File: src/rtl/phy_64b66b_pkg.sv
// Shared 64b/66b framing constants, block types and FSM encoding for the PHY TX/RX pair.
package phy_64b66b_pkg;

  localparam int unsigned BLK_W  = 64;
  localparam int unsigned HDR_W  = 2;
  localparam int unsigned SEQ_W  = 7;
  localparam int unsigned KEEP_W = 8;

  localparam logic [HDR_W-1:0] HDR_DATA = 2'b01;
  localparam logic [HDR_W-1:0] HDR_CTRL = 2'b10;

  localparam logic [7:0] BT_SOF  = 8'h71;
  localparam logic [7:0] BT_IDLE = 8'h1E;

  // Terminate block type indexed by the number of trailing data bytes it carries.
  localparam logic [7:0] BT_TERM [0:7] = '{8'h8E, 8'h99, 8'hA5, 8'hB2,
                                           8'hC3, 8'hD4, 8'hE8, 8'hFF};

  localparam logic [SEQ_W-1:0] SEQ_MAX = 7'd32;

  typedef enum logic [2:0] {
    ST_IDLE  = 3'd0,
    ST_DATA  = 3'd1,
    ST_TERM0 = 3'd2,
    ST_TERM1 = 3'd3,
    ST_GAP   = 3'd4
  } tx_state_e;

  typedef struct packed {
    logic [HDR_W-1:0] hdr;
    logic [BLK_W-1:0] data;
  } blk66_t;

  // Big-endian beat (byte0 in [63:56]) to wire order (byte0 in [7:0]).
  function automatic logic [BLK_W-1:0] swap_bytes(input logic [BLK_W-1:0] v);
    logic [BLK_W-1:0] r;
    for (int i = 0; i < 8; i++) begin
      r[8*i +: 8] = v[56-8*i +: 8];
    end
    return r;
  endfunction

endpackage

File: src/rtl/phy_tx_seq_cnt.sv
// GT external gearbox sequence counter (0..SEQ_MAX) with current and next-cycle pause flags.
module phy_tx_seq_cnt
  import phy_64b66b_pkg::*;
(
  input  logic             i_clk,
  input  logic             i_rst,
  output logic [SEQ_W-1:0] o_seq,
  output logic             o_pause_c,
  output logic             o_pause_next_c
);

  logic [SEQ_W-1:0] seq_q;
  logic [SEQ_W-1:0] seq_d;

  always_comb begin
    seq_d = (seq_q == SEQ_MAX) ? '0 : seq_q + SEQ_W'(1);
  end

  always_ff @(posedge i_clk or posedge i_rst) begin
    if (i_rst) begin
      seq_q <= '0;
    end else begin
      seq_q <= seq_d;
    end
  end

  assign o_seq          = seq_q;
  assign o_pause_c      = (seq_q == SEQ_MAX);
  assign o_pause_next_c = (seq_d == SEQ_MAX);

endmodule

File: src/rtl/phy_tx.sv
// 64b/66b transmit framer: big-endian AXI-Stream frames to 66b blocks for the GT TX gearbox.
// Frame bytes are skewed by one so SOF carries bytes 0..6; byte 7 of each beat rides in the residual.
module phy_tx
  import phy_64b66b_pkg::*;
#(
  parameter int unsigned MIN_IPG = 1
)
(
  input  logic              i_tx_clk,
  input  logic              i_tx_rst,
  input  logic [BLK_W-1:0]  s_axis_data,
  input  logic [KEEP_W-1:0] s_axis_keep,
  input  logic              s_axis_last,
  input  logic              s_axis_valid,
  output logic              s_axis_ready,
  output logic [BLK_W-1:0]  o_tx_data,
  output logic [HDR_W-1:0]  o_tx_header,
  output logic              o_tx_data_valid,
  output logic              o_tx_header_valid,
  output logic [SEQ_W-1:0]  o_tx_sequence
);

  localparam int unsigned GAP_W = (MIN_IPG > 1) ? $clog2(MIN_IPG) : 1;

  tx_state_e        state_q, state_d;
  logic [7:0]       res_q, res_d;
  logic [GAP_W-1:0] gap_q, gap_d;
  blk66_t           hold_q, hold_d;
  blk66_t           out_q, out_d;
  logic             vld_q, vld_d;
  logic             ready_q, ready_d;

  logic             pause_c;
  logic             pause_next_c;
  logic             accept_c;
  logic [55:0]      rev_c;
  logic [7:0]       b7_c;
  logic [3:0]       k_c;
  logic [BLK_W-1:0] term_c;
  logic [BLK_W-1:0] skew_c;
  blk66_t           blk_c;

  phy_tx_seq_cnt u_seq_cnt (
    .i_clk          (i_tx_clk),
    .i_rst          (i_tx_rst),
    .o_seq          (o_tx_sequence),
    .o_pause_c      (pause_c),
    .o_pause_next_c (pause_next_c)
  );

  assign accept_c = s_axis_valid & ready_q;
  assign rev_c    = 56'(swap_bytes(s_axis_data));
  assign b7_c     = s_axis_data[7:0];
  assign k_c      = s_axis_last ? 4'($countones(s_axis_keep)) : 4'd8;

  // Short terminate: type, residual, then the k valid bytes of the last beat.
  always_comb begin
    term_c        = '0;
    term_c[7:0]   = BT_TERM[3'(k_c + 4'd1)];
    term_c[15:8]  = res_q;
    for (int i = 0; i < 6; i++) begin
      if (4'(i) < k_c) begin
        term_c[8*i+16 +: 8] = rev_c[8*i +: 8];
      end
    end
  end

  assign skew_c = {rev_c, res_q};

  always_comb begin
    state_d = state_q;
    res_d   = res_q;
    gap_d   = gap_q;
    hold_d  = hold_q;
    out_d   = out_q;
    vld_d   = 1'b1;
    blk_c   = '{hdr: HDR_CTRL, data: BLK_W'(BT_IDLE)};

    if (!pause_c) begin
      case (state_q)
        ST_IDLE: begin
          if (accept_c && (s_axis_keep == 8'hFF)) begin
            blk_c   = '{hdr: HDR_CTRL, data: {rev_c, BT_SOF}};
            res_d   = b7_c;
            state_d = s_axis_last ? ST_TERM1 : ST_DATA;
          end
        end
        ST_DATA: begin
          if (accept_c) begin
            if (!s_axis_last || (k_c == 4'd8)) begin
              blk_c   = '{hdr: HDR_DATA, data: skew_c};
              res_d   = b7_c;
              state_d = s_axis_last ? ST_TERM1 : ST_DATA;
            end else if (k_c == 4'd7) begin
              blk_c   = '{hdr: HDR_DATA, data: skew_c};
              state_d = ST_TERM0;
            end else begin
              blk_c   = '{hdr: HDR_CTRL, data: term_c};
              state_d = ST_GAP;
            end
          end
        end
        ST_TERM0: begin
          blk_c   = '{hdr: HDR_CTRL, data: BLK_W'(BT_TERM[0])};
          state_d = ST_GAP;
        end
        ST_TERM1: begin
          blk_c   = '{hdr: HDR_CTRL, data: BLK_W'({res_q, BT_TERM[1]})};
          state_d = ST_GAP;
        end
        ST_GAP: begin
          if (gap_q == GAP_W'(MIN_IPG - 1)) begin
            gap_d   = '0;
            state_d = ST_IDLE;
          end else begin
            gap_d = gap_q + GAP_W'(1);
          end
        end
        default: state_d = ST_IDLE;
      endcase
    end

    // The block built on the edge into the pause cycle is parked and shown right after it.
    if (pause_c) begin
      out_d = hold_q;
    end else if (pause_next_c) begin
      vld_d  = 1'b0;
      hold_d = blk_c;
    end else begin
      out_d = blk_c;
    end

    ready_d = ((state_d == ST_IDLE) || (state_d == ST_DATA)) && !pause_next_c;
  end

  always_ff @(posedge i_tx_clk or posedge i_tx_rst) begin
    if (i_tx_rst) begin
      state_q <= ST_IDLE;
      res_q   <= '0;
      gap_q   <= '0;
      hold_q  <= '0;
      out_q   <= '0;
      vld_q   <= 1'b0;
      ready_q <= 1'b0;
    end else begin
      state_q <= state_d;
      res_q   <= res_d;
      gap_q   <= gap_d;
      hold_q  <= hold_d;
      out_q   <= out_d;
      vld_q   <= vld_d;
      ready_q <= ready_d;
    end
  end

  assign s_axis_ready      = ready_q;
  assign o_tx_data         = out_q.data;
  assign o_tx_header       = out_q.hdr;
  assign o_tx_data_valid   = vld_q;
  assign o_tx_header_valid = vld_q;

endmodule

File: config.mk
export PLATFORM = sky130hd
export DESIGN_NAME = phy_tx
export DESIGN_NICKNAME = d
export VERILOG_FILES = /design/src/rtl/phy_64b66b_pkg.sv /design/src/rtl/phy_tx_seq_cnt.sv /design/src/rtl/phy_tx.sv
export SDC_FILE = /design/constraint.sdc
export NUM_CORES = 1
export LEC_CHECK = 0
export ABC_AREA = 1
export BUFFER_PORTS_ARGS = -buffer_cell sky130_fd_sc_hd__buf_4
export CAP_MARGIN = 20
export CORE_MARGIN = 2
export CORE_UTILIZATION = 50
export CTS_CLUSTER_DIAMETER = 120
export CTS_CLUSTER_SIZE = 20
export DETAILED_ROUTE_END_ITERATION = 8
export PLACE_DENSITY = 0.74
export SETUP_SLACK_MARGIN = 0.5
export SYNTH_ARGS = -nofsm -noshare
export SYNTH_HDL_FRONTEND = slang
export SYNTH_SLANG_ARGS = --single-unit
File: constraint.sdc
create_clock -name i_tx_clk -period 4.4 [get_ports i_tx_clk]
set_input_delay 0 -clock i_tx_clk [delete_from_list [all_inputs] [get_ports i_tx_clk]]
set_output_delay 0 -clock i_tx_clk [all_outputs]
set_load 0.05 [all_outputs]
# Word-level counts from Yosys, hierarchy flattened
# Memories as Yosys holds them, arrays and structs flattened.
# Cells that the tools add are included.
totals:
  rom_bits: 64
  n_memories: 1
  reg_bits: 153
op_classes:
  n_eq_ne: 14
  add_sub_neg: 10
  n_lt_le_gt_ge: 7
  reduce_logical: 13
  n_mux: 32
  bitwise_logic: 3
mem_list:
  columns: ["memory", "depth", "width", "rd", "rd_ports_with_merged_regs", "wr", "line", "text"]
  rows:
  - ["(no name shown)", 8, 8, 1, 0, 0, "phy_tx.sv:59", "term_c[7:0] = BT_TERM[3'(k_c + 4'd1)];"]
op_table:
  columns: ["op", "count"]
  rows:
  - ["66-bit 2-to-1 mux", 5]
  - ["66-bit one-hot mux with 4 select lines", 1]
  - ["8-bit 2-to-1 mux", 11]
  - ["64-bit 2-to-1 mux", 1]
  - ["3-bit 2-to-1 mux", 6]
  - ["8-bit one-hot mux with 2 select lines", 1]
  - ["7-bit by 6-bit == test with 1-bit output (second input constant)", 2]
  - ["3-bit one-hot mux with 4 select lines", 1]
  - ["1-bit by 1-bit adder with 2-bit output", 4]
  - ["8-bit == test (second input constant)", 1]
  - ["1-bit by 4-bit < comparator with 1-bit output (first input constant)", 2]
  - ["2-bit by 4-bit < comparator with 1-bit output (first input constant)", 2]
  - ["3-bit by 4-bit < comparator with 1-bit output (first input constant)", 2]
  - ["2-bit inequality test (second input constant)", 4]
  - ["7-bit by 1-bit adder with 7-bit output (second input constant)", 1]
  - ["7-bit 2-to-1 mux", 1]
  - ["2-bit by 2-bit adder with 3-bit output", 2]
  - ["3-bit by 1-bit == test with 1-bit output (second input constant)", 2]
  - ["3-bit by 2-bit == test with 1-bit output (second input constant)", 2]
  - ["3-bit zero test", 2]
  - ["5-bit AND reduction", 1]
  - ["3-bit by 3-bit adder with 4-bit output", 1]
  - ["4-bit by 3-bit == test with 1-bit output (second input constant)", 1]
  - ["4-bit == test (second input constant)", 1]
  - ["16 further kinds", 22]

# Longest topological paths before layout
# Gate-level depths: netlist of the first run.
logic_depth:
  depth_word: 15
  depth_mapped: 20
  depth_no_buf: 19

# Hierarchy
# A second synthesis of the first run with hierarchy kept.
unflattened:
  cells_unflattened: 1080
  area_unflattened_um2: 8164.1
modules_own_cells:
  columns: ["mod", "seq_area_each_um2", "area_per_inst_um2", "instances", "cells_per_inst"]
  rows:
  - ["phy_tx", 3628.5, 7763.7, 1, 1025]
  - ["phy_tx_seq_cnt", 175.2, 400.4, 1, 55]

# Worst setup path after synthesis of the first run
# Ideal clock, no wire load.
synth_path:
  path_type: "input to register"
  from: "in s_axis_keep[0]"
  to: "reg out_q, in the netlist o_tx_data[16]"
  setup_time_ns: 0.125
  t_arrival_ns: 3.444
  setup_slack_ns: 0.831
  path_stages: 20
  required_ns: 4.275
  cell_sequence: "inv_1 -> fa_1 -> fa_1 -> fa_1 -> inv_1 -> ha_1 -> fa_1 -> nand2_1 -> inv_1 -> ha_1 -> nand3_2 -> nand3_4 -> nand2_2 -> nand2_2 -> buf_6 -> buf_6 -> nand2_1 -> nand2_1 -> nand2_1 -> nand3_1"
synth_between:
  elab_chain_cells: 12
  word_cells_on_any_way: 18
  cone_classes: "3 x add/sub; 1 x order compare; 3 x eq/ne; 9 x mux; 2 x reduce/logical"
synth_lines:
  columns: ["element", "line", "text"]
  rows:
  - ["start: declaration", "phy_tx.sv:12", "input logic [KEEP_W-1:0] s_axis_keep,"]
  - ["1-bit by 1-bit adder with 2-bit output (implied by the code)", "phy_tx.sv:54", "assign k_c = s_axis_last ? 4'($countones(s_axis_keep)) : 4'd8;"]
  - ["2-bit by 2-bit adder with 3-bit output (implied by the code)", "phy_tx.sv:54", null]
  - ["3-bit by 3-bit adder with 4-bit output (implied by the code)", "phy_tx.sv:54", null]
  - ["4-bit 2-to-1 mux", "phy_tx.sv:54", null]
  - ["1-bit by 4-bit < comparator with 1-bit output", "phy_tx.sv:62", "if (4'(i) < k_c) begin"]
  - ["8-bit 2-to-1 mux", "phy_tx.sv:62", null]
  - ["66-bit 2-to-1 mux", "phy_tx.sv:94", "end else if (k_c == 4'd7) begin"]
  - ["66-bit 2-to-1 mux", "phy_tx.sv:90", "if (!s_axis_last || (k_c == 4'd8)) begin"]
  - ["66-bit 2-to-1 mux", "phy_tx.sv:89", "if (accept_c) begin"]
  - ["66-bit one-hot mux with 4 select lines *", "phy_tx.sv:80", "case (state_q)"]
  - ["66-bit 2-to-1 mux *", "phy_tx.sv:126", "end else if (pause_next_c) begin"]
  - ["66-bit 2-to-1 mux *", "phy_tx.sv:124", "if (pause_c) begin"]
  - ["end signal: assignment", "phy_tx.sv:150", "out_q <= out_d;"]
  - ["end: declaration", "phy_tx.sv:29", "blk66_t out_q, out_d;"]
# Mark *: on every way between the ends. The rest lies on a longest branch, timed or not. The select of a mux whose other input is x is not followed.
# A chain may end at the register's enable or synchronous reset.

# Worst setup path after layout of the first run
layout_path:
  from: "in s_axis_keep[0]"
  to: "reg hold_q[49] in the netlist's numbering"
layout_between:
  elab_chain_cells: 10
  word_cells_on_any_way: 16
  cone_classes: "3 x add/sub; 1 x order compare; 3 x eq/ne; 7 x mux; 2 x reduce/logical"
layout_lines:
  columns: ["element", "line", "text"]
  rows:
  - ["1-bit by 1-bit adder with 2-bit output (implied by the code)", "phy_tx.sv:54", null]
  - ["2-bit by 2-bit adder with 3-bit output (implied by the code)", "phy_tx.sv:54", null]
  - ["3-bit by 3-bit adder with 4-bit output (implied by the code)", "phy_tx.sv:54", null]
  - ["4-bit 2-to-1 mux", "phy_tx.sv:54", null]
  - ["3-bit by 4-bit < comparator with 1-bit output", "phy_tx.sv:62", null]
  - ["8-bit 2-to-1 mux", "phy_tx.sv:62", null]
  - ["66-bit 2-to-1 mux", "phy_tx.sv:94", null]
  - ["66-bit 2-to-1 mux", "phy_tx.sv:90", null]
  - ["66-bit 2-to-1 mux", "phy_tx.sv:89", null]
  - ["66-bit one-hot mux with 4 select lines *", "phy_tx.sv:80", null]
  - ["end signal: assignment", "phy_tx.sv:149", "hold_q <= hold_d;"]
  - ["end: declaration", "phy_tx.sv:28", "blk66_t hold_q, hold_d;"]
# Mark *: on every way between the ends. The rest lies on a longest branch, timed or not.

==> impl_summary.log, run 1 <==
INFO  metric worst_slew_pin_slew = 0.820 ns
INFO  metric status = completed
INFO  metric gr-usage-met2 = 45.1%
INFO  metric cts_setup_buffers = 0
INFO  metric power.ir.vdd_worst = 0.281 mV
INFO  metric finalCoreUtilization = 68.3%
INFO  metric grt_first_pass_wirelength = 36.3 mm
INFO  metric holdCritStartpoint = s_axis_last
INFO  metric timing.critical_path.cells = buf_4 -> inv_1 -> fa_1 -> fa_1 -> fa_1 -> inv_1 -> ha_1 -> fa_1 -> nand2_1 -> inv_1 -> ha_1 -> nand3_2 -> nand3_4 -> nor2_4 -> buf_4 -> nand3_1 -> nand2_1 -> nand2_1 -> nand2_1
INFO  metric port_buffers = 151
INFO  metric worstHoldPathType = input port to flop
INFO  metric global_route.usage.met1 = 37.0%
INFO  metric dr.first_iter.drc_count = 559
INFO  metric fill_cells = 1,265
INFO  metric synth_fp_nets = 1,170
INFO  metric reg2reg_depth = 14
INFO  metric setup_tns = 0 ns
INFO  metric fin_skew = 0.00859 ns
INFO  metric io_pins = 152
INFO  metric h-tree-depth = 4
INFO  metric pin_count_of_the_biggest_net_entering_global_routing = 153
INFO  metric path_max_fanout = 29
INFO  metric row_count = 45
INFO  metric grt_antenna_before_repair = 0
INFO  metric setup_repair_after_global_routing_missed_its_margin = no
INFO  metric timing.reg2reg.setup_slack = 1.45 ns
INFO  metric maxSlewViolCount = 0
INFO  metric worstReg2RegStart = u_seq_cnt.o_seq[0]
INFO  metric dp_hpwl = 13.9 mm
INFO  metric tritoncts.num_buffers = 17
INFO  metric drt.antenna.violating_nets = 0
INFO  metric setup.worst_path.start_class = input port
INFO  metric multi_input_comb_area = 0.00346 sq mm
INFO  metric cellPowerDensity = 466 mW/mm^2
INFO  metric synth.yosys.warnings = 0
INFO  metric gr-max-usage-layer = met2
INFO  metric synth.distinct_cells = 28
INFO  metric vias = 7,681
INFO  metric initial_core_utilization = 51.3%
INFO  metric globalRouteMet3Util = 5.53%
INFO  metric intPower = 3230 uW
INFO  metric final_period_util = 81.9%
INFO  metric worstPathRequired = 4.77 ns
INFO  metric die_x = 129 microns
INFO  metric drt_pre_antenna_iters = 5
INFO  metric criticalPathCategory = input port to flop
INFO  metric crit_path_max_cell_delay = 0.55 ns
INFO  metric clk_pin_slew = 0.06 ns
INFO  metric grt_overflow = 0
INFO  metric power_switching_share = 33.5%
INFO  metric timing.final.setup_violations = 0
INFO  metric post_synth_instance_area = 0.00782 sq mm
INFO  metric highest_delay_cell_along_the_critical_path = sky130_fd_sc_hd__fa_1
INFO  metric final_layout_size_suffix_gt1_share = 16.3%
INFO  metric clock_power_share = 36.3%
INFO  metric gp_congestion = 0.864
INFO  metric viasPerCell = 5.11
INFO  metric p_comb_share = 27.2%
INFO  metric drc_errors = 0
INFO  metric clock_insertion_delay_worst_skew = 0.43 ns
INFO  metric net-switching-power = 1620 uW
INFO  metric floorplan.die_area = 0.0167 sq mm
INFO  metric crit-reg2reg-capture = o_tx_data[4]
INFO  metric ys_seq_area_share = 48.6%
INFO  metric wirelength = 22.4 mm
INFO  metric register_area = 0.00380 sq mm
INFO  metric cts_tree = yes
INFO  metric die_height = 129 microns
INFO  metric share_seq_of_total_power = 36.5%
INFO  metric ctsLongestPathBuffers = 2
INFO  metric hold_depth = 4
INFO  metric critical_path.endpoint_type = flop
INFO  metric min_delay_worst_endpoint = state_q[1]
INFO  metric max_freq = 277 MHz
INFO  metric finalHoldViolCount = 0
INFO  metric design.final.nets = 1,366
INFO  metric fp.coreArea = 0.0153 sq mm
INFO  metric grt_pass1_vias = 7,369
INFO  metric max_slew_margin = 45.4%
INFO  metric cap_viol_max_count = 0
INFO  metric drt-wirelength-per-cell = 14.9 microns
INFO  metric total_track_usage = 27.8%
INFO  metric leakage = 0.00577 uW
INFO  metric final_period_minus_worst_setup_slack = 3.61 ns
INFO  metric area_growth = 33.2%
INFO  metric critical_path_arrival = 3.97 ns
INFO  metric synth.avg_cell_area = 7.23 sq um
INFO  metric ys_seq_elements = 152
INFO  metric synthesis.instances = 1,082
INFO  metric cts.sink_count = 152
INFO  metric clock-root-buffer = sky130_fd_sc_hd__clkbuf_16
==> Yosys cell counts, drive strengths merged <==
cell type | number | area, sq um
clkinv | 2 | 7.51
fa | 4 | 80.1
nor2 | 21 | 104
a21oi | 5 | 25.0
nand3 | 134 | 703
nand2 | 598 | 2250
nand3b | 1 | 7.51
ha | 8 | 100
o21bai | 1 | 7.51
or2 | 2 | 12.5
clkbuf | 13 | 48.8
dfrtp | 152 | 3800
nand4 | 5 | 31.3
buf | 37 | 233
inv | 74 | 278
nor3 | 1 | 5.00
o211a | 1 | 10.0
o21ai | 23 | 115
==> area by class of cell <==
class	count	share of cell area [%]
inverters	76	2.77
clock inverters	12	2.61
multi-input cells	804	33.2
flip-flops and latches	152	36.5
diodes	1	0.0240
clock buffers	20	4.19
repair buffers	227	18.2
well taps	211	2.53
==> through the flow <==
step	std cells	worst slack (ns)	instance area, sq um	hold slack [ns]	total power [uW]
floorplan	1082	0.831	7830	0.133	2630
global placement	1405	0.512	9060	0.263	3030
detailed placement	1405	0.372	9060	0.266	3050
CTS	1502	0.827	10400	0.0475	4860
global route	1502	0.505	10400	0.103	5070
finish	1503	0.794	10400	0.0499	4850
==> how the worst max path moves through the flow <==
stage | from | to | depth (start not counted)
final | s_axis_keep[0] | hold_q[49] | 19
after global routing | s_axis_keep[0] | hold_q[0] | 19
after CTS | s_axis_keep[0] | hold_q[61] | 19
after floorplan | s_axis_keep[0] | o_tx_data[16] | 20
after detailed placement | s_axis_keep[0] | hold_q[61] | 19
after global placement | s_axis_keep[0] | hold_q[51] | 19
==> registers in the layout (all words and copies together) (netlist names), named ones only <==
register / flops
hold_q: 66
o_tx_data: 64
res_q: 8
u_seq_cnt.o_seq: 7
o_tx_header: 2
state_q: 2
o_tx_data_valid: 1
s_axis_ready: 1
==> power by group through the flow <==
stage / registers (uW) / logic [uW] / clock network (uW)
6_report: 1770 / 1320 / 1760
5_1_grt: 1800 / 1440 / 1830
4_1_cts: 1770 / 1320 / 1780
3_5_place_dp: 1790 / 1260 / 0
3_3_place_gp: 1790 / 1240 / 0
2_1_floorplan: 2100 / 531 / 0
==> cell families after synthesis <==
family          after synthesis  synth area share [%]
compound gates               30                  2.02
fa+ha+maj                    12                  2.30
buf+inv                     126                  7.24
flops                       152                  48.6
simple gates                762                  39.8
==> critical path, delay by kind of cell <==
family / cells / cell delay (ns)
adder cells (fa/ha/maj): 6 / 2.38
buffers and inverters: 5 / 0.56
AND/OR/NAND/NOR: 8 / 1.02
==> routing by layer <==
metal / share of wire, % / wire [microns]
met1: 44 / 9810
met2: 47 / 10600
met3: 6.0 / 1350
met4: 2.6 / 592
met5: 0 / 0
==> cells in the final DEF, fill, tap and decap left out, drive strengths merged, types with 5 or more instances in the layout <==
master and n:
nand2 598, buf 162, dfrtp 152, nand3 134, inv 73, dlygate4sd3 65, o21ai 23, nor2 21
clkbuf 20, ha 8, bufinv 8, nand4 5, a21oi 5
==> repair_timing <==
action	in CTS	in global routing
endpoints found under the hold margin	272	0
gates resized for setup	0	0
hold buffers	65	0
Power figures use the tool's default switching activity.
==> inputs of run 2 (changes only) <==
--- a/config.mk
+++ b/config.mk
@@ -9,11 +9,11 @@
 export BUFFER_PORTS_ARGS = -buffer_cell sky130_fd_sc_hd__buf_4
 export CAP_MARGIN = 20
 export CORE_MARGIN = 2
-export CORE_UTILIZATION = 50
+export CORE_UTILIZATION = 55
 export CTS_CLUSTER_DIAMETER = 120
 export CTS_CLUSTER_SIZE = 20
 export DETAILED_ROUTE_END_ITERATION = 8
-export PLACE_DENSITY = 0.74
+export PLACE_DENSITY = 0.77
 export SETUP_SLACK_MARGIN = 0.5
 export SYNTH_ARGS = -nofsm -noshare
 export SYNTH_HDL_FRONTEND = slang
==> constraint.sdc (replaced) <==
create_clock -name i_tx_clk -period 3.52 [get_ports i_tx_clk]
set_input_delay 0 -clock i_tx_clk [delete_from_list [all_inputs] [get_ports i_tx_clk]]
set_output_delay 0 -clock i_tx_clk [all_outputs]
set_load 0.05 [all_outputs]
==> impl_summary.log, run 2 (same netlist as run 1, synthesis figures left out) <==
INFO  metric crit_path_start = s_axis_keep[3]
INFO  metric row_count = 43
INFO  metric setup.worst_path.start_class = input port
INFO  metric criticalPathCategory = input port to flop
INFO  metric area_growth = 52.6%
INFO  metric grt_first_pass_wirelength = 39.8 mm
INFO  metric layout.cells.most_common = sky130_fd_sc_hd__nand2_1
INFO  metric setup_repair_after_global_routing_missed_its_margin = yes
INFO  metric fin_skew = 0.0124 ns
INFO  metric vias = 8,691
INFO  metric worstReg2RegStart = u_seq_cnt.o_seq[0]
INFO  metric die_x = 123 microns
INFO  metric initial_core_utilization = 56.4%
INFO  metric critical_path.top_delay_family = adder cells
INFO  metric cap_viol_max_count = 0
INFO  metric maxSlewViolCount = 0
INFO  metric report.power.total = 6510 uW
INFO  metric worst_slew_pin_slew = 0.818 ns
INFO  metric tritoncts.num_buffers = 17
INFO  metric path_max_fanout = 7
INFO  metric max_flop_register = hold_q
INFO  metric final_period_util = 97.6%
INFO  metric cellPowerDensity = 545 mW/mm^2
INFO  metric port_buffers = 151
INFO  metric clock_insertion_delay_worst_skew = 0.43 ns
INFO  metric status = completed
INFO  metric worstHoldPathType = input port to flop
INFO  metric number_of_logic_stages_on_the_critical_path_including_buffering = 21
INFO  metric critical_path.endpoint_type = flop
INFO  metric critical_path_arrival = 3.71 ns
INFO  metric drt.antenna.violating_nets = 0
INFO  metric gp_congestion = 0.917
INFO  metric timing.final.setup_violations = 0
INFO  metric clock_power_share = 30.5%
INFO  metric clock-root-buffer = sky130_fd_sc_hd__clkbuf_16
INFO  metric total_track_usage = 34.2%
INFO  metric timing.reg2reg.setup_slack = 0.90 ns
INFO  metric grt_antenna_before_repair = 0
INFO  metric power.ir.vdd_worst = 0.428 mV
INFO  metric crit_path_max_cell_delay = 0.54 ns
INFO  metric finalCoreUtilization = 86.0%
INFO  metric finalHoldViolCount = 0
INFO  metric viasPerCell = 5.72
INFO  metric grt_pass1_vias = 8,028
INFO  metric reg2reg_depth = 15
INFO  metric h-tree-depth = 4
INFO  metric fp.coreArea = 0.0139 sq mm
INFO  metric fill_cells = 704
INFO  metric intPower = 4110 uW
INFO  metric leakage = 0.00647 uW
INFO  metric pin_count_of_the_biggest_net_entering_global_routing = 113
INFO  metric setup_tns = 0 ns
INFO  metric dr.first_iter.drc_count = 1,018
INFO  metric final_cell_mix = 494 x sky130_fd_sc_hd__nand2_1, 173 x sky130_fd_sc_hd__buf_4, 152 x sky130_fd_sc_hd__dfrtp_1
INFO  metric grt_overflow = 0
INFO  metric crit_end = hold_q[5]
INFO  metric timing.critical_path.cells = buf_8 -> inv_4 -> fa_1 -> fa_1 -> fa_1 -> inv_2 -> ha_4 -> fa_1 -> nand2_2 -> inv_2 -> ha_4 -> nand3_4 -> nand3_4 -> nand2_4 -> buf_4 -> inv_4 -> buf_12 -> nand2_1 -> nand3_1 -> nand2_1 -> o21ai_0
INFO  metric layout.cell_area.non_filler = 0.0119 sq mm
INFO  metric p_comb_share = 35.2%
INFO  metric crit-reg2reg-capture = hold_q[40]
INFO  metric wirelength = 28.7 mm
INFO  metric worstPathRequired = 3.79 ns
INFO  metric max_slew_margin = 45.5%
INFO  metric floorplan.die_area = 0.0152 sq mm
INFO  metric max_freq = 291 MHz
INFO  metric drt-wirelength-per-cell = 18.9 microns
INFO  metric critical_path.n_buffers_inverters = 7
INFO  metric ctsLongestPathBuffers = 2
INFO  metric clk_pin_slew = 0.06 ns
INFO  metric die_height = 123 microns
INFO  metric cts.sink_count = 152
INFO  metric largest_register_ffs = 66
INFO  metric placed_cell_area = 0.00952 sq mm
INFO  metric dp_hpwl = 14.4 mm
INFO  metric antennaDiodeCount = 0
INFO  metric io_pins = 152
INFO  metric worst_path_most_repeated_cell = sky130_fd_sc_hd__fa_1
INFO  metric drt_pre_antenna_iters = 5
INFO  metric design.final.nets = 1,414
INFO  metric cts_tree = yes
INFO  metric final_layout_size_suffix_gt1_share = 32.3%
INFO  metric net-switching-power = 2390 uW
INFO  metric final_period_minus_worst_setup_slack = 3.43 ns
INFO  metric highest_delay_cell_along_the_critical_path = sky130_fd_sc_hd__fa_1
INFO  metric drc_errors = 0
INFO  metric share_seq_of_total_power = 34.3%
INFO  metric power_switching_share = 36.8%
[run 2: routing by layer]
| layer | up-vias | global-route usage (%) | wire (microns) |
|---|---|---|---|
| met5 | - | 0 | 0 |
| li1 | 3838 | - | - |
| met2 | 610 | 56.3 | 14000 |
| met4 | 0 | 13.4 | 1340 |
| met3 | 144 | 7.06 | 2660 |
| met1 | 4099 | 44.4 | 10800 |
[run 2: area by class of cell]
| cell class | count | area [sq um] | area share [%] |
|---|---|---|---|
| clock buffers | 21 | 460 | 3.86 |
| clock inverters | 11 | 168 | 1.40 |
| inverters | 76 | 302 | 2.53 |
| multi-input cells | 804 | 4300 | 36.0 |
| flip-flops and latches | 152 | 3800 | 31.9 |
| well taps | 180 | 225 | 1.89 |
| repair buffers | 275 | 2680 | 22.4 |
[run 2: worst min-delay path by stage]
stage,startpoint,to,slack (ns),cells after the start
4_1_cts,s_axis_keep[2],hold_q[4],0.03,5
3_5_place_dp,s_axis_data[4],res_q[4],0.26,3
3_3_place_gp,s_axis_data[4],res_q[4],0.25,3
6_report,s_axis_keep[2],hold_q[4],0.04,5
2_1_floorplan,s_axis_data[0],res_q[0],0.13,2
5_1_grt,s_axis_keep[2],o_tx_data[4],0.05,5
[run 2: through the flow]
stage | cells | setup WS (ns) | hold slack, ns
after floorplan | 1082 | 0.0672 | 0.130
after global placement | 1394 | -0.106 | 0.254
after detailed placement | 1394 | -0.196 | 0.258
after CTS | 1509 | 0.264 | 0.0345
after global routing | 1519 | -0.0675 | 0.0503
final | 1519 | 0.0853 | 0.0386
[run 2: tightest hold or removal path: stages]
cell and delay [ns]:
sky130_fd_sc_hd__buf_4 0.10, sky130_fd_sc_hd__ha_4 0.15, sky130_fd_sc_hd__a21oi_4 0.07, sky130_fd_sc_hd__nand3_2 0.05, sky130_fd_sc_hd__nand2_1 0.05
[run 2: power by group through the flow]
stage               sequential, uW  combinational (uW)  clock, uW
finish                        2230                2290       1980
global route                  2260                2430       2060
CTS                           2210                1990       1970
detailed placement            2230                1750          0
global placement              2230                1730          0
floorplan                     2630                 742          0
[run 2: what timing repair did]
| item | in CTS | in global routing |
|---|---|---|
| pin swaps | 25 | 55 |
| hold buffers | 65 | 0 |
| hold endpoints to repair | 164 | 0 |
| gates resized for setup | 54 | 146 |
| gates cloned | 5 | 7 |
| endpoints found under the setup margin | 139 | 142 |
| setup buffers | 13 | 2 |
